==> config.mk <==
export PLATFORM = sky130hd
export DESIGN_NAME = ip_tx_noc_in_flat
export DESIGN_NICKNAME = d
export VERILOG_FILES = /design/src/rtl/ip_tx_tile_pkg.sv /design/src/rtl/ip_tx_noc_in_if.sv /design/src/rtl/ip_tx_noc_in_ctrl.sv /design/src/rtl/ip_tx_noc_in.sv /design/src/flat_wrapper.sv
export SDC_FILE = /design/constraint.sdc
export NUM_CORES = 1
export LEC_CHECK = 0
export BUFFER_PORTS_ARGS = -buffer_cell sky130_fd_sc_hd__buf_4
export CELL_PAD_IN_SITES_DETAIL_PLACEMENT = 0
export CELL_PAD_IN_SITES_GLOBAL_PLACEMENT = 1
export CORE_AREA = 3 3 467 469
export CTS_CLUSTER_DIAMETER = 50
export DETAILED_ROUTE_END_ITERATION = 6
export DIE_AREA = 0 0 470 472
export PLACE_DENSITY_LB_ADDON = 0.1
export RECOVER_POWER = 25
export SLEW_MARGIN = 20
export SYNTH_ARGS = -nofsm -noshare
export SYNTH_HDL_FRONTEND = slang
export SYNTH_HIERARCHICAL = 1
export SYNTH_SLANG_ARGS = --single-unit
export TNS_END_PERCENT = 50
==> constraint.sdc <==
create_clock -name clk -period 2.9 [get_ports clk]
set_clock_uncertainty 0.2 [all_clocks]
set_input_delay 0.435 -clock clk [delete_from_list [all_inputs] [get_ports clk]]
set_output_delay 0.435 -clock clk [all_outputs]
set_load 0.02 [all_outputs]
==> src/rtl/ip_tx_tile_pkg.sv <==
// Shared types and widths for the IP TX tile: NoC header flit layout, receiver FSM
// states, and helpers that turn a byte length into flit count and trailing pad bytes.
package ip_tx_tile_pkg;

  localparam int unsigned NOC_DATA_WIDTH  = 512;
  localparam int unsigned XY_W            = 8;
  localparam int unsigned MSG_LEN_W       = 22;
  localparam int unsigned MSG_TYPE_W      = 8;
  localparam int unsigned IP_ADDR_W       = 32;
  localparam int unsigned TOT_LEN_W       = 16;
  localparam int unsigned PROTOCOL_W      = 8;
  localparam int unsigned MSG_TIMESTAMP_W = 64;
  localparam int unsigned MAC_INTERFACE_W = 512;
  localparam int unsigned MAC_PADBYTES_W  = 6;
  localparam int unsigned MAC_BYTES       = 64;
  // 65535 bytes needs 1024 flits, one more than 10 bits can count
  localparam int unsigned FLIT_CNT_W      = 11;

  localparam int unsigned HDR_USED_W = 4 * XY_W + MSG_LEN_W + MSG_TYPE_W + 2 * IP_ADDR_W
                                     + TOT_LEN_W + PROTOCOL_W + MSG_TIMESTAMP_W;
  localparam int unsigned HDR_PAD_W  = NOC_DATA_WIDTH - HDR_USED_W;

  typedef struct packed {
    logic [XY_W-1:0]            dst_x;
    logic [XY_W-1:0]            dst_y;
    logic [XY_W-1:0]            src_x;
    logic [XY_W-1:0]            src_y;
    logic [MSG_LEN_W-1:0]       msg_len;
    logic [MSG_TYPE_W-1:0]      msg_type;
    logic [IP_ADDR_W-1:0]       src_ip;
    logic [IP_ADDR_W-1:0]       dst_ip;
    logic [TOT_LEN_W-1:0]       data_len;
    logic [PROTOCOL_W-1:0]      protocol;
    logic [MSG_TIMESTAMP_W-1:0] timestamp;
    logic [HDR_PAD_W-1:0]       padding;
  } udp_tx_noc_hdr_flit;

  typedef enum logic [1:0] {
    WAIT_HDR = 2'd0,
    HDR_OUT  = 2'd1,
    DATA     = 2'd2
  } noc_in_state_e;

  function automatic logic [FLIT_CNT_W-1:0] flits_for_len(input logic [TOT_LEN_W-1:0] len);
    return FLIT_CNT_W'((32'(len) + MAC_BYTES - 1) / MAC_BYTES);
  endfunction

  function automatic logic [MAC_PADBYTES_W-1:0] pad_for_len(input logic [TOT_LEN_W-1:0] len);
    return MAC_PADBYTES_W'(MAC_BYTES - 32'(len[MAC_PADBYTES_W-1:0]));
  endfunction

endpackage

==> src/rtl/ip_tx_noc_in_if.sv <==
// Bus bundle for ip_tx_noc_in: NoC flit input plus metadata and payload outputs
// toward the IP header assembler.
interface ip_tx_noc_in_if;
  import ip_tx_tile_pkg::*;

  logic                       noc0_ctovr_ip_tx_in_val;
  logic [NOC_DATA_WIDTH-1:0]  noc0_ctovr_ip_tx_in_data;
  logic                       ip_tx_in_noc0_ctovr_rdy;

  logic                       ip_tx_in_assemble_hdr_val;
  logic [IP_ADDR_W-1:0]       ip_tx_in_assemble_src_ip;
  logic [IP_ADDR_W-1:0]       ip_tx_in_assemble_dst_ip;
  logic [TOT_LEN_W-1:0]       ip_tx_in_assemble_data_len;
  logic [PROTOCOL_W-1:0]      ip_tx_in_assemble_protocol;
  logic [MSG_TIMESTAMP_W-1:0] ip_tx_in_assemble_timestamp;
  logic                       assemble_ip_tx_in_hdr_rdy;

  logic                       ip_tx_in_assemble_data_val;
  logic [MAC_INTERFACE_W-1:0] ip_tx_in_assemble_data;
  logic                       ip_tx_in_assemble_last;
  logic [MAC_PADBYTES_W-1:0]  ip_tx_in_assemble_padbytes;
  logic                       assemble_ip_tx_in_data_rdy;

  logic                       ip_tx_in_len_err;

  // receiver side
  modport slave (
    input  noc0_ctovr_ip_tx_in_val, noc0_ctovr_ip_tx_in_data,
    input  assemble_ip_tx_in_hdr_rdy, assemble_ip_tx_in_data_rdy,
    output ip_tx_in_noc0_ctovr_rdy,
    output ip_tx_in_assemble_hdr_val, ip_tx_in_assemble_src_ip, ip_tx_in_assemble_dst_ip,
    output ip_tx_in_assemble_data_len, ip_tx_in_assemble_protocol, ip_tx_in_assemble_timestamp,
    output ip_tx_in_assemble_data_val, ip_tx_in_assemble_data, ip_tx_in_assemble_last,
    output ip_tx_in_assemble_padbytes, ip_tx_in_len_err
  );

  // environment side: flit source plus assembler sink
  modport master (
    output noc0_ctovr_ip_tx_in_val, noc0_ctovr_ip_tx_in_data,
    output assemble_ip_tx_in_hdr_rdy, assemble_ip_tx_in_data_rdy,
    input  ip_tx_in_noc0_ctovr_rdy,
    input  ip_tx_in_assemble_hdr_val, ip_tx_in_assemble_src_ip, ip_tx_in_assemble_dst_ip,
    input  ip_tx_in_assemble_data_len, ip_tx_in_assemble_protocol, ip_tx_in_assemble_timestamp,
    input  ip_tx_in_assemble_data_val, ip_tx_in_assemble_data, ip_tx_in_assemble_last,
    input  ip_tx_in_assemble_padbytes, ip_tx_in_len_err
  );

endinterface

==> src/rtl/ip_tx_noc_in_ctrl.sv <==
// Receiver control: header/metadata/data FSM, remaining-flit counter and the
// handshake steering between the NoC port and the assembler.
module ip_tx_noc_in_ctrl
  import ip_tx_tile_pkg::*;
(
  input  logic                  clk,
  input  logic                  rst_n,
  input  logic                  flit_val,
  input  logic                  hdr_rdy,
  input  logic                  data_rdy,
  input  logic [FLIT_CNT_W-1:0] init_cnt,
  output logic                  flit_rdy_c,
  output logic                  capture_c,
  output logic                  hdr_val_c,
  output logic                  data_val_c,
  output logic                  last_c
);

  noc_in_state_e         state_q, state_d;
  logic [FLIT_CNT_W-1:0] flits_left_q, flits_left_d;

  // state and counter registers
  always_ff @(posedge clk or negedge rst_n) begin
    if (!rst_n) begin
      state_q      <= WAIT_HDR;
      flits_left_q <= '0;
    end else begin
      state_q      <= state_d;
      flits_left_q <= flits_left_d;
    end
  end

  // next state and counter update
  always_comb begin
    state_d      = state_q;
    flits_left_d = flits_left_q;
    case (state_q)
      WAIT_HDR: begin
        if (flit_val) begin
          flits_left_d = init_cnt;
          state_d      = HDR_OUT;
        end
      end
      HDR_OUT: begin
        if (hdr_rdy) begin
          state_d = (flits_left_q != '0) ? DATA : WAIT_HDR;
        end
      end
      DATA: begin
        if (flit_val && data_rdy) begin
          flits_left_d = flits_left_q - FLIT_CNT_W'(1);
          if (flits_left_q == FLIT_CNT_W'(1)) begin
            state_d = WAIT_HDR;
          end
        end
      end
      default: state_d = WAIT_HDR;
    endcase
  end

  // handshake outputs; payload beats pass straight through in DATA
  always_comb begin
    flit_rdy_c = 1'b0;
    capture_c  = 1'b0;
    hdr_val_c  = 1'b0;
    data_val_c = 1'b0;
    last_c     = 1'b0;
    case (state_q)
      WAIT_HDR: begin
        flit_rdy_c = 1'b1;
        capture_c  = flit_val;
      end
      HDR_OUT: hdr_val_c = 1'b1;
      DATA: begin
        flit_rdy_c = data_rdy;
        data_val_c = flit_val;
        last_c     = (flits_left_q == FLIT_CNT_W'(1));
      end
      default: ;
    endcase
  end

endmodule

==> src/rtl/ip_tx_noc_in.sv <==
// NoC receiver at the IP TX tile: splits header flit + payload flits into a metadata
// handshake and a MAC-width data stream. Optional IP_TX_NOC_IN_LEN_CHK_EN cross-checks msg_len.
module ip_tx_noc_in
  import ip_tx_tile_pkg::*;
#(
  parameter int SRC_X = -1,
  parameter int SRC_Y = -1
) (
  input  logic           clk,
  input  logic           rst_n,
  ip_tx_noc_in_if.slave  bus
);

  udp_tx_noc_hdr_flit hdr_flit;
  logic [FLIT_CNT_W-1:0] len_cnt;
  logic [FLIT_CNT_W-1:0] init_cnt;
  logic capture_c, flit_rdy_c, hdr_val_c, data_val_c, last_c;

  logic [IP_ADDR_W-1:0]       src_ip_q, src_ip_d;
  logic [IP_ADDR_W-1:0]       dst_ip_q, dst_ip_d;
  logic [TOT_LEN_W-1:0]       data_len_q, data_len_d;
  logic [PROTOCOL_W-1:0]      protocol_q, protocol_d;
  logic [MSG_TIMESTAMP_W-1:0] timestamp_q, timestamp_d;
  logic                       hdr_unused;

  assign hdr_flit = bus.noc0_ctovr_ip_tx_in_data;
  assign len_cnt  = flits_for_len(hdr_flit.data_len);

`ifdef IP_TX_NOC_IN_LEN_CHK_EN
  logic len_err_q, len_err_d;

  assign init_cnt   = FLIT_CNT_W'(hdr_flit.msg_len);
  assign hdr_unused = ^{hdr_flit.src_x, hdr_flit.src_y, hdr_flit.msg_type, hdr_flit.padding};

  // sticky flag: header flit count disagrees with the byte length
  always_comb begin
    len_err_d = len_err_q;
    if (capture_c && (hdr_flit.msg_len != MSG_LEN_W'(len_cnt))) begin
      len_err_d = 1'b1;
    end
  end

  always_ff @(posedge clk or negedge rst_n) begin
    if (!rst_n) len_err_q <= 1'b0;
    else        len_err_q <= len_err_d;
  end

  assign bus.ip_tx_in_len_err = len_err_q;
`else
  assign init_cnt   = len_cnt;
  assign hdr_unused = ^{hdr_flit.src_x, hdr_flit.src_y, hdr_flit.msg_type, hdr_flit.padding,
                        hdr_flit.msg_len};
  assign bus.ip_tx_in_len_err = 1'b0;
`endif

  ip_tx_noc_in_ctrl u_ctrl (
    .clk        (clk),
    .rst_n      (rst_n),
    .flit_val   (bus.noc0_ctovr_ip_tx_in_val),
    .hdr_rdy    (bus.assemble_ip_tx_in_hdr_rdy),
    .data_rdy   (bus.assemble_ip_tx_in_data_rdy),
    .init_cnt   (init_cnt),
    .flit_rdy_c (flit_rdy_c),
    .capture_c  (capture_c),
    .hdr_val_c  (hdr_val_c),
    .data_val_c (data_val_c),
    .last_c     (last_c)
  );

  // metadata capture from the header flit
  always_comb begin
    src_ip_d    = src_ip_q;
    dst_ip_d    = dst_ip_q;
    data_len_d  = data_len_q;
    protocol_d  = protocol_q;
    timestamp_d = timestamp_q;
    if (capture_c) begin
      src_ip_d    = hdr_flit.src_ip;
      dst_ip_d    = hdr_flit.dst_ip;
      data_len_d  = hdr_flit.data_len;
      protocol_d  = hdr_flit.protocol;
      timestamp_d = hdr_flit.timestamp;
    end
  end

  always_ff @(posedge clk or negedge rst_n) begin
    if (!rst_n) begin
      src_ip_q    <= '0;
      dst_ip_q    <= '0;
      data_len_q  <= '0;
      protocol_q  <= '0;
      timestamp_q <= '0;
    end else begin
      src_ip_q    <= src_ip_d;
      dst_ip_q    <= dst_ip_d;
      data_len_q  <= data_len_d;
      protocol_q  <= protocol_d;
      timestamp_q <= timestamp_d;
    end
  end

  assign bus.ip_tx_in_noc0_ctovr_rdy     = flit_rdy_c;
  assign bus.ip_tx_in_assemble_hdr_val   = hdr_val_c;
  assign bus.ip_tx_in_assemble_src_ip    = src_ip_q;
  assign bus.ip_tx_in_assemble_dst_ip    = dst_ip_q;
  assign bus.ip_tx_in_assemble_data_len  = data_len_q;
  assign bus.ip_tx_in_assemble_protocol  = protocol_q;
  assign bus.ip_tx_in_assemble_timestamp = timestamp_q;
  assign bus.ip_tx_in_assemble_data_val  = data_val_c;
  assign bus.ip_tx_in_assemble_data      = MAC_INTERFACE_W'(bus.noc0_ctovr_ip_tx_in_data);
  assign bus.ip_tx_in_assemble_last      = last_c;
  assign bus.ip_tx_in_assemble_padbytes  = last_c ? pad_for_len(data_len_q) : '0;

`ifndef SYNTHESIS
  // misrouted packets are still consumed, but flag them in simulation
  always_ff @(posedge clk) begin
    if (rst_n && capture_c) begin
      assert ((hdr_flit.dst_x == XY_W'(SRC_X)) && (hdr_flit.dst_y == XY_W'(SRC_Y)))
        else $error("ip_tx_noc_in: header flit routed to (%0d,%0d), tile is (%0d,%0d)",
                    hdr_flit.dst_x, hdr_flit.dst_y, SRC_X, SRC_Y);
    end
  end
`endif

endmodule

==> src/flat_wrapper.sv <==
// flat-port wrapper written by rule: the top's interface ports become plain ports
module ip_tx_noc_in_flat import ip_tx_tile_pkg::*;
#(
  parameter int SRC_X = -1,
  parameter int SRC_Y = -1
)
  (clk, rst_n, bus_noc0_ctovr_ip_tx_in_val, bus_noc0_ctovr_ip_tx_in_data, bus_assemble_ip_tx_in_hdr_rdy, bus_assemble_ip_tx_in_data_rdy, bus_ip_tx_in_noc0_ctovr_rdy, bus_ip_tx_in_assemble_hdr_val, bus_ip_tx_in_assemble_src_ip, bus_ip_tx_in_assemble_dst_ip, bus_ip_tx_in_assemble_data_len, bus_ip_tx_in_assemble_protocol, bus_ip_tx_in_assemble_timestamp, bus_ip_tx_in_assemble_data_val, bus_ip_tx_in_assemble_data, bus_ip_tx_in_assemble_last, bus_ip_tx_in_assemble_padbytes, bus_ip_tx_in_len_err);
  ip_tx_noc_in_if bus_i ();
  input  logic clk;
  input  logic rst_n;
  input wire logic [$bits(bus_i.noc0_ctovr_ip_tx_in_val)-1:0] bus_noc0_ctovr_ip_tx_in_val;
  input wire logic [$bits(bus_i.noc0_ctovr_ip_tx_in_data)-1:0] bus_noc0_ctovr_ip_tx_in_data;
  input wire logic [$bits(bus_i.assemble_ip_tx_in_hdr_rdy)-1:0] bus_assemble_ip_tx_in_hdr_rdy;
  input wire logic [$bits(bus_i.assemble_ip_tx_in_data_rdy)-1:0] bus_assemble_ip_tx_in_data_rdy;
  output wire logic [$bits(bus_i.ip_tx_in_noc0_ctovr_rdy)-1:0] bus_ip_tx_in_noc0_ctovr_rdy;
  output wire logic [$bits(bus_i.ip_tx_in_assemble_hdr_val)-1:0] bus_ip_tx_in_assemble_hdr_val;
  output wire logic [$bits(bus_i.ip_tx_in_assemble_src_ip)-1:0] bus_ip_tx_in_assemble_src_ip;
  output wire logic [$bits(bus_i.ip_tx_in_assemble_dst_ip)-1:0] bus_ip_tx_in_assemble_dst_ip;
  output wire logic [$bits(bus_i.ip_tx_in_assemble_data_len)-1:0] bus_ip_tx_in_assemble_data_len;
  output wire logic [$bits(bus_i.ip_tx_in_assemble_protocol)-1:0] bus_ip_tx_in_assemble_protocol;
  output wire logic [$bits(bus_i.ip_tx_in_assemble_timestamp)-1:0] bus_ip_tx_in_assemble_timestamp;
  output wire logic [$bits(bus_i.ip_tx_in_assemble_data_val)-1:0] bus_ip_tx_in_assemble_data_val;
  output wire logic [$bits(bus_i.ip_tx_in_assemble_data)-1:0] bus_ip_tx_in_assemble_data;
  output wire logic [$bits(bus_i.ip_tx_in_assemble_last)-1:0] bus_ip_tx_in_assemble_last;
  output wire logic [$bits(bus_i.ip_tx_in_assemble_padbytes)-1:0] bus_ip_tx_in_assemble_padbytes;
  output wire logic [$bits(bus_i.ip_tx_in_len_err)-1:0] bus_ip_tx_in_len_err;
  assign bus_i.noc0_ctovr_ip_tx_in_val = bus_noc0_ctovr_ip_tx_in_val;
  assign bus_i.noc0_ctovr_ip_tx_in_data = bus_noc0_ctovr_ip_tx_in_data;
  assign bus_i.assemble_ip_tx_in_hdr_rdy = bus_assemble_ip_tx_in_hdr_rdy;
  assign bus_i.assemble_ip_tx_in_data_rdy = bus_assemble_ip_tx_in_data_rdy;
  assign bus_ip_tx_in_noc0_ctovr_rdy = bus_i.ip_tx_in_noc0_ctovr_rdy;
  assign bus_ip_tx_in_assemble_hdr_val = bus_i.ip_tx_in_assemble_hdr_val;
  assign bus_ip_tx_in_assemble_src_ip = bus_i.ip_tx_in_assemble_src_ip;
  assign bus_ip_tx_in_assemble_dst_ip = bus_i.ip_tx_in_assemble_dst_ip;
  assign bus_ip_tx_in_assemble_data_len = bus_i.ip_tx_in_assemble_data_len;
  assign bus_ip_tx_in_assemble_protocol = bus_i.ip_tx_in_assemble_protocol;
  assign bus_ip_tx_in_assemble_timestamp = bus_i.ip_tx_in_assemble_timestamp;
  assign bus_ip_tx_in_assemble_data_val = bus_i.ip_tx_in_assemble_data_val;
  assign bus_ip_tx_in_assemble_data = bus_i.ip_tx_in_assemble_data;
  assign bus_ip_tx_in_assemble_last = bus_i.ip_tx_in_assemble_last;
  assign bus_ip_tx_in_assemble_padbytes = bus_i.ip_tx_in_assemble_padbytes;
  assign bus_ip_tx_in_len_err = bus_i.ip_tx_in_len_err;
  ip_tx_noc_in #(.SRC_X(SRC_X), .SRC_Y(SRC_Y)) u_core (.clk(clk), .rst_n(rst_n), .bus(bus_i));
endmodule
==> out/qor.json, run 1 <==
{
  "synth_ff_type": {"value": "sky130_fd_sc_hd__dfrtp_1"},
  "timing.setup.critical_path_class": {"value": "reg2out"},
  "violations": {"value": "max-capacitance violations, max-slew violations"},
  "floorplan.die_area": {"value": 222000, "unit": "um2"},
  "final_number_of_setup_violating_endpoints": {"value": 0},
  "clockRootBuffer": {"value": "sky130_fd_sc_hd__clkbuf_16"},
  "max_capacitance_violation_total": {"value": 1},
  "final_layout_size_suffix_gt1_share": {"value": 61.2, "unit": "%"},
  "postSynthAreaPerCell": {"value": 10.8, "unit": "um2"},
  "setup-tns-final": {"value": 0, "unit": "ns"},
  "worst_setup_start_kind": {"value": "flop"},
  "number_of_vias_after_detailed_routing": {"value": 7069},
  "static-leakage-power": {"value": 6.12, "unit": "nW"},
  "worstPathRequired": {"value": 2.27, "unit": "ns"},
  "report.final.slew_viol_count": {"value": 42},
  "postLayoutSetupSlackWorst": {"value": 0.0952, "unit": "ns"},
  "dieWidth": {"value": 470, "unit": "um"},
  "mappedNetlistArea": {"value": 10600, "unit": "um2"},
  "min_period_over_period": {"value": 96.7, "unit": "%"},
  "synth_async_sr_flop_share": {"value": 100, "unit": "%"},
  "cts_tree": {"value": "done"},
  "number_of_detailed_route_iterations_in_the_first_pass": {"value": 5},
  "endpoint_kind": {"value": "output port"},
  "power.density": {"value": 855, "unit": "nW/um2"},
  "worst_pin_slew": {"value": 1.62, "unit": "ns"},
  "timing.critical_path.slowest_cell_delay": {"value": 0.44, "unit": "ns"},
  "timing.final.hold_violations": {"value": 0},
  "critical_path.top_delay_family": {"value": "simple AND/OR/NAND/NOR gates"},
  "hpwl": {"value": 52600, "unit": "um"},
  "crit_slowest_cell": {"value": "sky130_fd_sc_hd__dfrtp_2"},
  "yosys.cell_types.count": {"value": 43},
  "synth_edf_count": {"value": 0},
  "synthTopCellsByArea": {"value": "sky130_fd_sc_hd__dfrtp_1 (39%), sky130_fd_sc_hd__buf_4 (36%), sky130_fd_sc_hd__mux2_2 (16%), sky130_fd_sc_hd__xnor2_1 (0.83%), sky130_fd_sc_hd__buf_2 (0.80%)"},
  "drt-initial-drc-count": {"value": 217},
  "maxClockFrequency": {"value": 357, "unit": "MHz"},
  "design.final.nets": {"value": 1630},
  "post-route-drc-count": {"value": 0},
  "placeableCoreArea": {"value": 214000, "unit": "um2"},
  "globalRouteOverflowTotal": {"value": 0},
  "gp_routability_congestion": {"value": 0.625},
  "synth_largest_type_area_fraction": {"value": 39.0, "unit": "%"},
  "grt_use_total": {"value": 5.58, "unit": "%"},
  "timing.critical_path.cells": {"value": "nor4_4, nand4b_1, nor2_2, buf_12, and3b_2, buf_6"},
  "drt-wirelength-per-cell": {"value": 15.9, "unit": "um"},
  "finalCriticalPeriod": {"value": 2.80, "unit": "ns"},
  "port_buffers": {"value": 470},
  "synth_sequential_area_ratio": {"value": 39.0, "unit": "%"},
  "maxSlewHeadroom": {"value": -7.88, "unit": "%"},
  "vias_per_cell": {"value": 1.78},
  "unrepaired_setup_endpoints_after_global_routing": {"value": "true"},
  "antenna_violations_before_repair": {"value": 5},
  "cts_inserted_buffers": {"value": 17},
  "timing.hold.worst.class": {"value": "in2reg"},
  "cts_h_tree_depth": {"value": 4},
  "synth_area_leader_cell": {"value": "sky130_fd_sc_hd__dfrtp_1"},
  "antenna_left": {"value": 0},
  "worst_ir_drop_vdd": {"value": 426, "unit": "uV"},
  "initial_util": {"value": 4.93, "unit": "%"},
  "synth-seq-cells": {"value": 165},
  "die_y": {"value": 472, "unit": "um"},
  "routed_wl": {"value": 63100, "unit": "um"},
  "place_worst_setup_slack": {"value": 0.322, "unit": "ns"},
  "design_power_total": {"value": 0.0137, "unit": "W"},
  "path_max_fanout": {"value": 6},
  "worstPathArrival": {"value": 2.17, "unit": "ns"},
  "clk_latency": {"value": 0.51, "unit": "ns"},
  "netlist_instances": {"value": 981},
  "synth_fp_nets": {"value": 1501},
  "cp_num_buf_inv": {"value": 2},
  "grt_pass1_vias": {"value": 8052},
  "ys_warn_count": {"value": 6},
  "cts_max_path_buffers": {"value": 2},
  "grt_max_degree": {"value": 46},
  "clock_sinks": {"value": 165},
  "clkSlewWorstSetupHoldPaths": {"value": 0.08, "unit": "ns"},
  "std_cell_rows": {"value": 170},
  "area_growth": {"value": 52.0, "unit": "%"},
  "status": {"value": "complete, but fails checks"},
  "grt_first_pass_wirelength": {"value": 81700, "unit": "um"},
  "io_pins": {"value": 1192},
  "worst_hold_slack": {"value": 0.176, "unit": "ns"}
}
-- per-layer routing --
| layer | vias up | global-route usage [%] | part of all wire [%] |
|---|---|---|---|
| li1 | 2958 | - | - |
| met1 | 3342 | 5.07 | 33 |
| met2 | 561 | 9.05 | 47 |
| met3 | 208 | 3.44 | 13 |
| met4 | 0 | 4.26 | 7.9 |
| met5 | - | 0.0216 | 0 |
-- synthesized netlist by cell type (2+ instances only) --
library cell                instances
sky130_fd_sc_hd__a2bb2oi_1          3
sky130_fd_sc_hd__a21oi_1           10
sky130_fd_sc_hd__nand3_1            5
sky130_fd_sc_hd__and2_1             7
sky130_fd_sc_hd__dfrtp_1          165
sky130_fd_sc_hd__nand4_1            2
sky130_fd_sc_hd__nand2b_1           2
sky130_fd_sc_hd__nand4b_1           2
sky130_fd_sc_hd__and3b_1            2
sky130_fd_sc_hd__nor2b_1            3
sky130_fd_sc_hd__a32oi_1            2
sky130_fd_sc_hd__o22ai_1            4
sky130_fd_sc_hd__nor2_1            17
sky130_fd_sc_hd__xnor2_1           10
sky130_fd_sc_hd__clkbuf_1           5
sky130_fd_sc_hd__a22oi_1            2
sky130_fd_sc_hd__nor4_1             2
sky130_fd_sc_hd__inv_1              6
sky130_fd_sc_hd__o21ai_0           16
sky130_fd_sc_hd__ha_1               3
sky130_fd_sc_hd__xor2_1             2
sky130_fd_sc_hd__nand2_1           14
sky130_fd_sc_hd__buf_4            513
sky130_fd_sc_hd__mux2_2           149
sky130_fd_sc_hd__buf_2             17
-- power by group --
group | total (W) | switching [W] | internal [W]
logic | 0.00704 | 0.00385 | 0.00319
clock network | 0.00240 | 0.00128 | 0.00112
registers | 0.00429 | 0.000808 | 0.00348
-- flip-flops by register name, summed over array words and instances, names as in the netlist --
signal                                  count
u_core/bus.ip_tx_in_assemble_src_ip        32
u_core/bus.ip_tx_in_assemble_dst_ip        32
u_core/bus.ip_tx_in_assemble_data_len      16
u_core/bus.ip_tx_in_assemble_timestamp     64
u_core/u_ctrl/flits_left_q                 11
u_core/u_ctrl/state_q                       2
u_core/bus.ip_tx_in_assemble_protocol       8
-- per-stage QoR --
stage                     util, %  std cells  area, um2
after floorplan                 -        981      10600
after global placement       6.50       3773      13900
after detailed placement     6.50       3773      13900
after CTS                    7.49       3960      16100
after global routing         7.49       3961      16100
final                        7.50       3962      16100
-- final timing paths --
path                                                    startpoint                                    endpoint  slack [ns]  cells past startpoint
hold reg to reg            u_core/bus.ip_tx_in_assemble_dst_ip[22]     u_core/bus.ip_tx_in_assemble_dst_ip[22]        0.31                      1
max in group asynchronous                                    rst_n     u_core/bus.ip_tx_in_assemble_src_ip[27]        0.75                      3
setup reg to reg                          u_core/u_ctrl/state_q[0]    u_core/bus.ip_tx_in_assemble_data_len[2]        0.58                      5
min in group asynchronous                                    rst_n  u_core/bus.ip_tx_in_assemble_timestamp[43]        0.61                      2
setup / recovery                     u_core/u_ctrl/flits_left_q[7]           bus_ip_tx_in_assemble_padbytes[5]         0.1                      6
hold / removal                   bus_noc0_ctovr_ip_tx_in_data[372]    u_core/bus.ip_tx_in_assemble_data_len[2]        0.18                      2
-- cell type report --
type	instances	area, um2
clock buffer	18	429
clock inverter	14	121
inverter	6	22.5
fill	25000	198000
sequential	165	4130
antenna	1	2.50
multi-input combinational	274	2490
timing repair buffer	646	5330
tap	2838	3550
-- logic make-up after synthesis --
family	share of synthesized area, %
fa+ha+maj	0.355
xor+xnor	0.994
other cells	0.0355
compound gates	2.40
simple gates	3.49
mux	16.0
buf+inv	37.7
flops	39.0
-- layout by cell type (no fill, tap or decap), types with 2 or more instances in the layout --
| cell type | synthesis | final |
|---|---|---|
| sky130_fd_sc_hd__a21oi_1 | 10 | 10 |
| sky130_fd_sc_hd__a22oi_1 | 2 | 2 |
| sky130_fd_sc_hd__a2bb2oi_1 | 3 | 3 |
| sky130_fd_sc_hd__a32oi_1 | 2 | 2 |
| sky130_fd_sc_hd__and2_1 | 7 | 5 |
| sky130_fd_sc_hd__and2_4 | 0 | 2 |
| sky130_fd_sc_hd__buf_12 | 0 | 7 |
| sky130_fd_sc_hd__buf_4 | 513 | 484 |
| sky130_fd_sc_hd__buf_6 | 1 | 4 |
| sky130_fd_sc_hd__clkbuf_16 | 0 | 17 |
| sky130_fd_sc_hd__clkinv_2 | 0 | 3 |
| sky130_fd_sc_hd__clkinv_4 | 0 | 3 |
| sky130_fd_sc_hd__clkinvlp_4 | 0 | 2 |
| sky130_fd_sc_hd__dfrtp_1 | 165 | 164 |
| sky130_fd_sc_hd__dlygate4sd3_1 | 0 | 150 |
| sky130_fd_sc_hd__ha_1 | 3 | 3 |
| sky130_fd_sc_hd__inv_1 | 6 | 6 |
| sky130_fd_sc_hd__inv_6 | 0 | 3 |
| sky130_fd_sc_hd__inv_8 | 0 | 2 |
| sky130_fd_sc_hd__mux2_2 | 149 | 149 |
| sky130_fd_sc_hd__nand2_1 | 14 | 14 |
| sky130_fd_sc_hd__nand2b_1 | 2 | 2 |
| sky130_fd_sc_hd__nand3_1 | 5 | 5 |
| sky130_fd_sc_hd__nand4_1 | 2 | 2 |
| sky130_fd_sc_hd__nand4b_1 | 2 | 2 |
| sky130_fd_sc_hd__nor2_1 | 17 | 15 |
| sky130_fd_sc_hd__nor2b_1 | 3 | 3 |
| sky130_fd_sc_hd__nor4_4 | 1 | 2 |
| sky130_fd_sc_hd__o21ai_0 | 16 | 16 |
| sky130_fd_sc_hd__o22ai_1 | 4 | 4 |
| sky130_fd_sc_hd__xnor2_1 | 10 | 10 |
| sky130_fd_sc_hd__xor2_1 | 2 | 2 |
-- what timing repair did --
action,in CTS,in global routing
pin swaps,4,4
resized for setup,10,1
buffers inserted,5,1
hold buffers,150,0
endpoints found under the hold margin,187,0
setup endpoints to repair,7,6
Note: power is estimated with default switching activity, not from simulation.
==> run 2, diff against run 1 <==
==> constraint.sdc (replaced) <==
create_clock -name clk -period 2.64 [get_ports clk]
set_clock_uncertainty 0.2 [all_clocks]
set_input_delay 0.396 -clock clk [delete_from_list [all_inputs] [get_ports clk]]
set_output_delay 0.396 -clock clk [all_outputs]
set_load 0.02 [all_outputs]
==> out/qor.json, run 2 (synthesis gave the netlist of run 1 again) <==
{
  "min_period_over_period": {"value": 103, "unit": "%"},
  "drt-wirelength-per-cell": {"value": 16.0, "unit": "um"},
  "std_cell_rows": {"value": 170},
  "gp_routability_congestion": {"value": 0.627},
  "violations": {"value": "negative setup slack"},
  "final_number_of_setup_violating_endpoints": {"value": 6},
  "grt_pass1_vias": {"value": 8100},
  "drt-initial-drc-count": {"value": 198},
  "timing.setup.critical_path_class": {"value": "reg2out"},
  "endpoint_kind": {"value": "output port"},
  "power_frac_comb": {"value": 50.5, "unit": "%"},
  "worstHoldStart": {"value": "bus_noc0_ctovr_ip_tx_in_data[371]"},
  "cts_max_path_buffers": {"value": 2},
  "share_seq_of_total_power": {"value": 30.6, "unit": "%"},
  "status": {"value": "complete, but fails checks"},
  "cts_inserted_buffers": {"value": 17},
  "cts_tree": {"value": "done"},
  "power_frac_clock": {"value": 18.8, "unit": "%"},
  "maxSlewHeadroom": {"value": 3.78, "unit": "%"},
  "floorplan.die_area": {"value": 222000, "unit": "um2"},
  "power_switching": {"value": 0.00657, "unit": "W"},
  "number_of_vias_after_detailed_routing": {"value": 7061},
  "static-leakage-power": {"value": 6.14, "unit": "nW"},
  "grt_first_pass_wirelength": {"value": 82100, "unit": "um"},
  "sw_ratio": {"value": 42.7, "unit": "%"},
  "post-route-drc-count": {"value": 0},
  "most-common-layout-cells": {"value": "sky130_fd_sc_hd__buf_4 (490), sky130_fd_sc_hd__dfrtp_1 (164), sky130_fd_sc_hd__dlygate4sd3_1 (149), sky130_fd_sc_hd__mux2_2 (149), sky130_fd_sc_hd__clkbuf_16 (17)"},
  "worst_pin_slew": {"value": 1.44, "unit": "ns"},
  "worst_setup_start_kind": {"value": "flop"},
  "antenna_left": {"value": 0},
  "maxClockFrequency": {"value": 368, "unit": "MHz"},
  "crit-reg2reg-launch": {"value": "u_core/u_ctrl/state_q[0]"},
  "initial_util": {"value": 4.93, "unit": "%"},
  "cts_h_tree_depth": {"value": 4},
  "timing.final.hold_violations": {"value": 0},
  "report.final.slew_viol_count": {"value": 0},
  "place_worst_setup_slack": {"value": 0.104, "unit": "ns"},
  "critical_path.startpoint": {"value": "u_core/u_ctrl/flits_left_q[5]"},
  "routed_wl": {"value": 63300, "unit": "um"},
  "number_of_detailed_route_iterations_in_the_first_pass": {"value": 4},
  "placed_cell_area": {"value": 13900, "unit": "um2"},
  "worstPathArrival": {"value": 2.12, "unit": "ns"},
  "design.final.nets": {"value": 1631},
  "worst_hold_slack": {"value": 0.127, "unit": "ns"},
  "largest_register_ffs": {"value": 64},
  "placeableCoreArea": {"value": 214000, "unit": "um2"},
  "unrepaired_setup_endpoints_after_global_routing": {"value": "true"},
  "power.density": {"value": 955, "unit": "nW/um2"},
  "layout.cells.most_common": {"value": "sky130_fd_sc_hd__buf_4"},
  "globalRouteOverflowTotal": {"value": 0},
  "grt_use_total": {"value": 5.61, "unit": "%"},
  "io_pins": {"value": 1192},
  "die_y": {"value": 472, "unit": "um"},
  "clock_sinks": {"value": 165},
  "worst_ir_drop_vdd": {"value": 555, "unit": "uV"},
  "area_growth": {"value": 52.2, "unit": "%"},
  "power_report.internal_total": {"value": 0.00880, "unit": "W"},
  "port_buffers": {"value": 470},
  "path_max_fanout": {"value": 7},
  "timing.hold.worst.class": {"value": "in2reg"},
  "antenna_violations_before_repair": {"value": 8},
  "worstPathRequired": {"value": 2.04, "unit": "ns"},
  "max_capacitance_violation_total": {"value": 0},
  "postLayoutSetupSlackWorst": {"value": -0.0807, "unit": "ns"},
  "vias_per_cell": {"value": 1.78},
  "clkSlewWorstSetupHoldPaths": {"value": 0.08, "unit": "ns"},
  "hpwl": {"value": 52400, "unit": "um"},
  "clk_latency": {"value": 0.51, "unit": "ns"},
  "layout.cell_area.non_filler": {"value": 16100, "unit": "um2"},
  "final.fill_count": {"value": 25000},
  "dieWidth": {"value": 470, "unit": "um"},
  "final_layout_size_suffix_gt1_share": {"value": 61.0, "unit": "%"},
  "grt_max_degree": {"value": 36},
  "clockRootBuffer": {"value": "sky130_fd_sc_hd__clkbuf_16"},
  "finalCriticalPeriod": {"value": 2.72, "unit": "ns"}
}
## run 2: metal layers
layer	up-vias	GRT usage, %	wire length [um]
met1	3337	5.14	20600
met5	-	0	0
li1	2954	-	-
met2	566	9.05	29800
met4	0	4.31	4950
met3	204	3.41	7980
## run 2: critical path: stages (launching register included)
cell	delay (ns)
sky130_fd_sc_hd__dfrtp_1	0.42
sky130_fd_sc_hd__nor4_4	0.34
sky130_fd_sc_hd__nand4b_1	0.18
sky130_fd_sc_hd__nor2_2	0.17
sky130_fd_sc_hd__buf_12	0.16
sky130_fd_sc_hd__and3b_1	0.19
sky130_fd_sc_hd__buf_6	0.13
## run 2: worst paths after layout
path / to / slack, ns / cells after the start
setup / recovery: bus_ip_tx_in_assemble_padbytes[5] / -0.08 / 6
hold / removal: u_core/bus.ip_tx_in_assemble_data_len[1] / 0.13 / 3
setup reg to reg: u_core/bus.ip_tx_in_assemble_src_ip[16] / 0.48 / 5
hold reg to reg: u_core/bus.ip_tx_in_assemble_data_len[7] / 0.31 / 1
max in group asynchronous: u_core/bus.ip_tx_in_assemble_data_len[7] / 0.60 / 3
min in group asynchronous: u_core/bus.ip_tx_in_assemble_timestamp[23] / 0.56 / 2
## run 2: final cells by class
| cell class | instances | area [um2] | share of cell area [%] |
|---|---|---|---|
| timing repair buffer | 647 | 5310 | 33.0 |
| sequential | 165 | 4130 | 25.7 |
| tap | 2838 | 3550 | 22.1 |
| multi-input combinational | 274 | 2480 | 15.4 |
| clock buffer | 19 | 443 | 2.75 |
| clock inverter | 13 | 163 | 1.01 |
| inverter | 6 | 22.5 | 0.140 |
| antenna | 1 | 2.50 | 0.0155 |
## run 2: power groups by stage
stage | clock network (W) | logic [W] | registers (W)
2_1_floorplan | 0 | 0.00325 | 0.00603
3_3_place_gp | 0 | 0.00803 | 0.00477
3_5_place_dp | 0 | 0.00795 | 0.00474
4_1_cts | 0.00319 | 0.00818 | 0.00476
5_1_grt | 0.00323 | 0.00848 | 0.00494
6_report | 0.00289 | 0.00777 | 0.00471
## run 2: what timing repair did
| item | CTS | global route |
|---|---|---|
| hold endpoints to repair | 175 | 0 |
| setup buffers | 5 | 0 |
| resized for setup | 5 | 0 |
| pin swaps | 3 | 2 |
| hold buffers | 149 | 0 |
| setup endpoints to repair | 7 | 7 |
## run 2: per-stage QoR
step / instances / setup TNS [ns] / utilization, % / total power, W
after floorplan: 981 / 0 / - / 0.00928
after global placement: 3776 / 0 / 6.51 / 0.0128
after detailed placement: 3776 / 0 / 6.51 / 0.0127
after CTS: 3962 / -1.36 / 7.51 / 0.0161
after global routing: 3962 / -1.75 / 7.51 / 0.0167
final: 3963 / -0.312 / 7.51 / 0.0154
==> run 3, diff against run 2 <==
--- a/config.mk
+++ b/config.mk
@@ -8,15 +8,14 @@
 export BUFFER_PORTS_ARGS = -buffer_cell sky130_fd_sc_hd__buf_4
 export CELL_PAD_IN_SITES_DETAIL_PLACEMENT = 0
 export CELL_PAD_IN_SITES_GLOBAL_PLACEMENT = 1
-export CORE_AREA = 3 3 467 469
+export CORE_AREA = 3 3 469 471
 export CTS_CLUSTER_DIAMETER = 50
 export DETAILED_ROUTE_END_ITERATION = 6
-export DIE_AREA = 0 0 470 472
+export DIE_AREA = 0 0 472 474
 export PLACE_DENSITY_LB_ADDON = 0.1
 export RECOVER_POWER = 25
 export SLEW_MARGIN = 20
 export SYNTH_ARGS = -nofsm -noshare
 export SYNTH_HDL_FRONTEND = slang
-export SYNTH_HIERARCHICAL = 1
 export SYNTH_SLANG_ARGS = --single-unit
 export TNS_END_PERCENT = 50
==> out/qor.json, run 3 <==
{
  "status": {"value": "complete, but fails checks"},
  "violations": {"value": "max-capacitance violations, max-slew violations, negative setup slack"},
  "crit_slowest_cell": {"value": "sky130_fd_sc_hd__dfrtp_1"},
  "synth_area_leader_cell": {"value": "sky130_fd_sc_hd__dfrtp_1"},
  "synth-seq-cells": {"value": 165},
  "netlist_instances": {"value": 1300},
  "synthTopCellsByArea": {"value": "sky130_fd_sc_hd__dfrtp_1 (38%), sky130_fd_sc_hd__buf_4 (36%), sky130_fd_sc_hd__nand2_1 (16%), sky130_fd_sc_hd__buf_6 (1.2%), sky130_fd_sc_hd__buf_2 (0.74%)"},
  "dieWidth": {"value": 472, "unit": "um"},
  "place.detailed.instances": {"value": 4096},
  "final_layout_size_suffix_gt1_share": {"value": 38.5, "unit": "%"},
  "synth_edf_count": {"value": 0},
  "report.final.slew_viol_count": {"value": 32},
  "synth.top_cells.by_count": {"value": "sky130_fd_sc_hd__buf_4 (513), sky130_fd_sc_hd__nand2_1 (459), sky130_fd_sc_hd__dfrtp_1 (165), sky130_fd_sc_hd__buf_2 (16), sky130_fd_sc_hd__nor2_1 (16)"},
  "endpoint_kind": {"value": "output port"},
  "final_number_of_setup_violating_endpoints": {"value": 1},
  "power_report.internal_total": {"value": 0.00794, "unit": "W"},
  "crit-reg2reg-launch": {"value": "u_core.u_ctrl.state_q[1]"},
  "path_max_fanout": {"value": 6},
  "design_power_total": {"value": 0.0148, "unit": "W"},
  "worstPathArrival": {"value": 2.05, "unit": "ns"},
  "vias_per_cell": {"value": 1.96},
  "maxSlewHeadroom": {"value": -1.31, "unit": "%"},
  "timing.hold.worst.class": {"value": "in2reg"},
  "drt-wirelength-per-cell": {"value": 13.8, "unit": "um"},
  "critical_path.top_delay_family": {"value": "simple AND/OR/NAND/NOR gates"},
  "finalCriticalPeriod": {"value": 2.64, "unit": "ns"},
  "area_growth": {"value": 50.8, "unit": "%"},
  "most-common-layout-cells": {"value": "sky130_fd_sc_hd__buf_4 (488), sky130_fd_sc_hd__nand2_1 (459), sky130_fd_sc_hd__dfrtp_1 (163)"},
  "std_cell_rows": {"value": 171},
  "postSynthAreaPerCell": {"value": 8.32, "unit": "um2"},
  "die_y": {"value": 474, "unit": "um"},
  "io_pins": {"value": 1192},
  "hpwl": {"value": 45800, "unit": "um"},
  "worstPathRequired": {"value": 2.04, "unit": "ns"},
  "maxClockFrequency": {"value": 378, "unit": "MHz"},
  "drt-initial-drc-count": {"value": 283},
  "synth_async_sr_flop_share": {"value": 100, "unit": "%"},
  "grt_max_degree": {"value": 51},
  "r2r.worst_path.cells": {"value": 4},
  "worst_setup_start_kind": {"value": "flop"},
  "grt_first_pass_wirelength": {"value": 78400, "unit": "um"},
  "post-route-drc-count": {"value": 0},
  "initial_util": {"value": 4.99, "unit": "%"},
  "number_of_detailed_route_iterations_in_the_first_pass": {"value": 4},
  "power_frac_clock": {"value": 19.3, "unit": "%"},
  "cts_h_tree_depth": {"value": 4},
  "globalRouteOverflowTotal": {"value": 0},
  "setup-tns-final": {"value": -0.00233, "unit": "ns"},
  "largest_register_ffs": {"value": 64},
  "sw_ratio": {"value": 46.3, "unit": "%"},
  "worst_ir_drop_vdd": {"value": 601, "unit": "uV"},
  "clk_latency": {"value": 0.54, "unit": "ns"},
  "routed_wl": {"value": 59000, "unit": "um"},
  "worstHoldStart": {"value": "bus_noc0_ctovr_ip_tx_in_data[382]"},
  "rrSetupSlack": {"value": 0.50, "unit": "ns"},
  "clockRootBuffer": {"value": "sky130_fd_sc_hd__clkbuf_16"},
  "timing.critical_path.slowest_cell_delay": {"value": 0.40, "unit": "ns"},
  "synth_sequential_area_ratio": {"value": 38.2, "unit": "%"},
  "port_buffers": {"value": 470},
  "cts_tree": {"value": "done"},
  "clock_sinks": {"value": 165},
  "grt_use_total": {"value": 5.16, "unit": "%"},
  "grt_pass1_vias": {"value": 9180},
  "floorplan.die_area": {"value": 224000, "unit": "um2"},
  "static-leakage-power": {"value": 7.04, "unit": "nW"},
  "layoutNonFillerInstCount": {"value": 4288},
  "synth.most_common_cell": {"value": "sky130_fd_sc_hd__buf_4"},
  "share_seq_of_total_power": {"value": 30.8, "unit": "%"},
  "cp_num_buf_inv": {"value": 4},
  "timing.critical_path.cells": {"value": "inv_2, ha_4, nor4b_4, nand4_1, buf_6, inv_2, and2_4, buf_6"},
  "power_frac_comb": {"value": 49.9, "unit": "%"},
  "power_switching": {"value": 0.00685, "unit": "W"},
  "min_period_over_period": {"value": 100, "unit": "%"},
  "worstHoldPathCells": {"value": 4},
  "antenna_left": {"value": 0},
  "timing.setup.critical_path_class": {"value": "reg2out"},
  "postLayoutSetupSlackWorst": {"value": -0.00233, "unit": "ns"},
  "placeableCoreArea": {"value": 217000, "unit": "um2"},
  "mappedNetlistArea": {"value": 10800, "unit": "um2"},
  "yosys.cell_types.count": {"value": 49},
  "number_of_vias_after_detailed_routing": {"value": 8385},
  "design.final.nets": {"value": 1941},
  "layout.cells.most_common": {"value": "sky130_fd_sc_hd__buf_4"},
  "worst_pin_slew": {"value": 1.52, "unit": "ns"},
  "unrepaired_setup_endpoints_after_global_routing": {"value": "true"},
  "cts_inserted_buffers": {"value": 17},
  "antenna_violations_before_repair": {"value": 7},
  "cts_max_path_buffers": {"value": 2},
  "max_capacitance_violation_total": {"value": 1},
  "hold_end": {"value": "u_core.bus.ip_tx_in_assemble_data_len[12]"},
  "power.density": {"value": 907, "unit": "nW/um2"},
  "synth_ff_type": {"value": "sky130_fd_sc_hd__dfrtp_1"},
  "gp_routability_congestion": {"value": 0.631},
  "rr_endpoint": {"value": "u_core.u_ctrl.flits_left_q[8]"},
  "timing.final.hold_violations": {"value": 0},
  "ys_warn_count": {"value": 0},
  "synth_largest_type_area_fraction": {"value": 38.2, "unit": "%"},
  "synth_fp_nets": {"value": 1820},
  "clkSlewWorstSetupHoldPaths": {"value": 0.09, "unit": "ns"}
}
[run 3: cell types whose count changed in the layout (fill, tap and decap cells not counted), moves of 6 or more]
| cell | change |
|---|---|
| sky130_fd_sc_hd__nand2_1 | +445 |
| sky130_fd_sc_hd__mux2_2 | -149 |
| sky130_fd_sc_hd__a21oi_1 | -8 |
| sky130_fd_sc_hd__o21ai_0 | -7 |
| sky130_fd_sc_hd__dlygate4sd3_1 | +6 |
[run 3: cell families after synthesis]
logic type,count (synthesis),synth area share [%]
flops,165,38.2
other cells,1,0.0347
compound gates,43,2.82
buf+inv,563,38.4
fa+ha+maj,3,0.347
xor+xnor,10,0.810
simple gates,515,19.4
[run 3: how the worst max path moves through the flow]
stage,startpoint,end,cells past startpoint,slack [ns]
floorplan,u_core.u_ctrl.flits_left_q[1],bus_ip_tx_in_assemble_padbytes[1],6,0.47
global placement,u_core.u_ctrl.flits_left_q[1],bus_ip_tx_in_assemble_padbytes[1],8,0.16
global route,u_core.u_ctrl.flits_left_q[1],bus_ip_tx_in_assemble_padbytes[1],8,-0.22
CTS,u_core.u_ctrl.flits_left_q[1],bus_ip_tx_in_assemble_padbytes[1],8,-0.16
detailed placement,u_core.u_ctrl.flits_left_q[0],bus_ip_tx_in_assemble_padbytes[1],7,0.22
finish,u_core.u_ctrl.flits_left_q[1],bus_ip_tx_in_assemble_padbytes[1],8,-0.002
[run 3: repair_timing]
item                       CTS  global route
hold endpoints to repair   272             0
hold buffers               155             0
setup endpoints to repair    7             7
setup buffers                4             1
pin swaps                    1             1
resized for setup           13             2
[run 3: layout make-up]
class | count | area, um2
clock buffers | 19 | 443
repair buffers | 655 | 5410
inverters | 10 | 37.5
diodes | 1 | 2.50
well taps | 2854 | 3570
multi-input cells | 572 | 2590
flip-flops and latches | 165 | 4130
fillers | 25400 | 200000
clock inverters | 12 | 119
[run 3: per-stage QoR]
stage	utilization, %	cell area [um2]	hold slack [ns]	worst slack [ns]
after floorplan	-	10800	-0.0996	0.470
after global placement	6.51	14100	0.177	0.156
after detailed placement	6.51	14100	0.170	0.222
after CTS	7.53	16300	0.116	-0.158
after global routing	7.53	16300	0.118	-0.216
final	7.53	16300	0.166	-0.00233
[run 3: power groups by stage]
| stage | Sequential [W] | Clock (W) | Combinational [W] |
|---|---|---|---|
| 4_1_cts | 0.00459 | 0.00317 | 0.00773 |
| 6_report | 0.00455 | 0.00285 | 0.00738 |
| 2_1_floorplan | 0.00583 | 0 | 0.00318 |
| 3_5_place_dp | 0.00460 | 0 | 0.00745 |
| 3_3_place_gp | 0.00462 | 0 | 0.00755 |
| 5_1_grt | 0.00475 | 0.00321 | 0.00820 |
[run 3: routing by layer]
metal  track usage (%)  vias to the layer above  part of all wire, %
met1              4.95                     3875                   35
met3              3.10                      221                   12
li1                  -                     3731                    -
met5             0.411                        -                 0.27
met4              3.54                        6                  6.6
met2              8.23                      552                   46
[run 3: worst register-to-register path: stages, from the launching register on]
cell                       delay, ns
sky130_fd_sc_hd__dfrtp_1        0.47
sky130_fd_sc_hd__nor2b_1        0.19
sky130_fd_sc_hd__or3b_1         0.56
sky130_fd_sc_hd__a221oi_1       0.46
sky130_fd_sc_hd__nand3_1        0.12
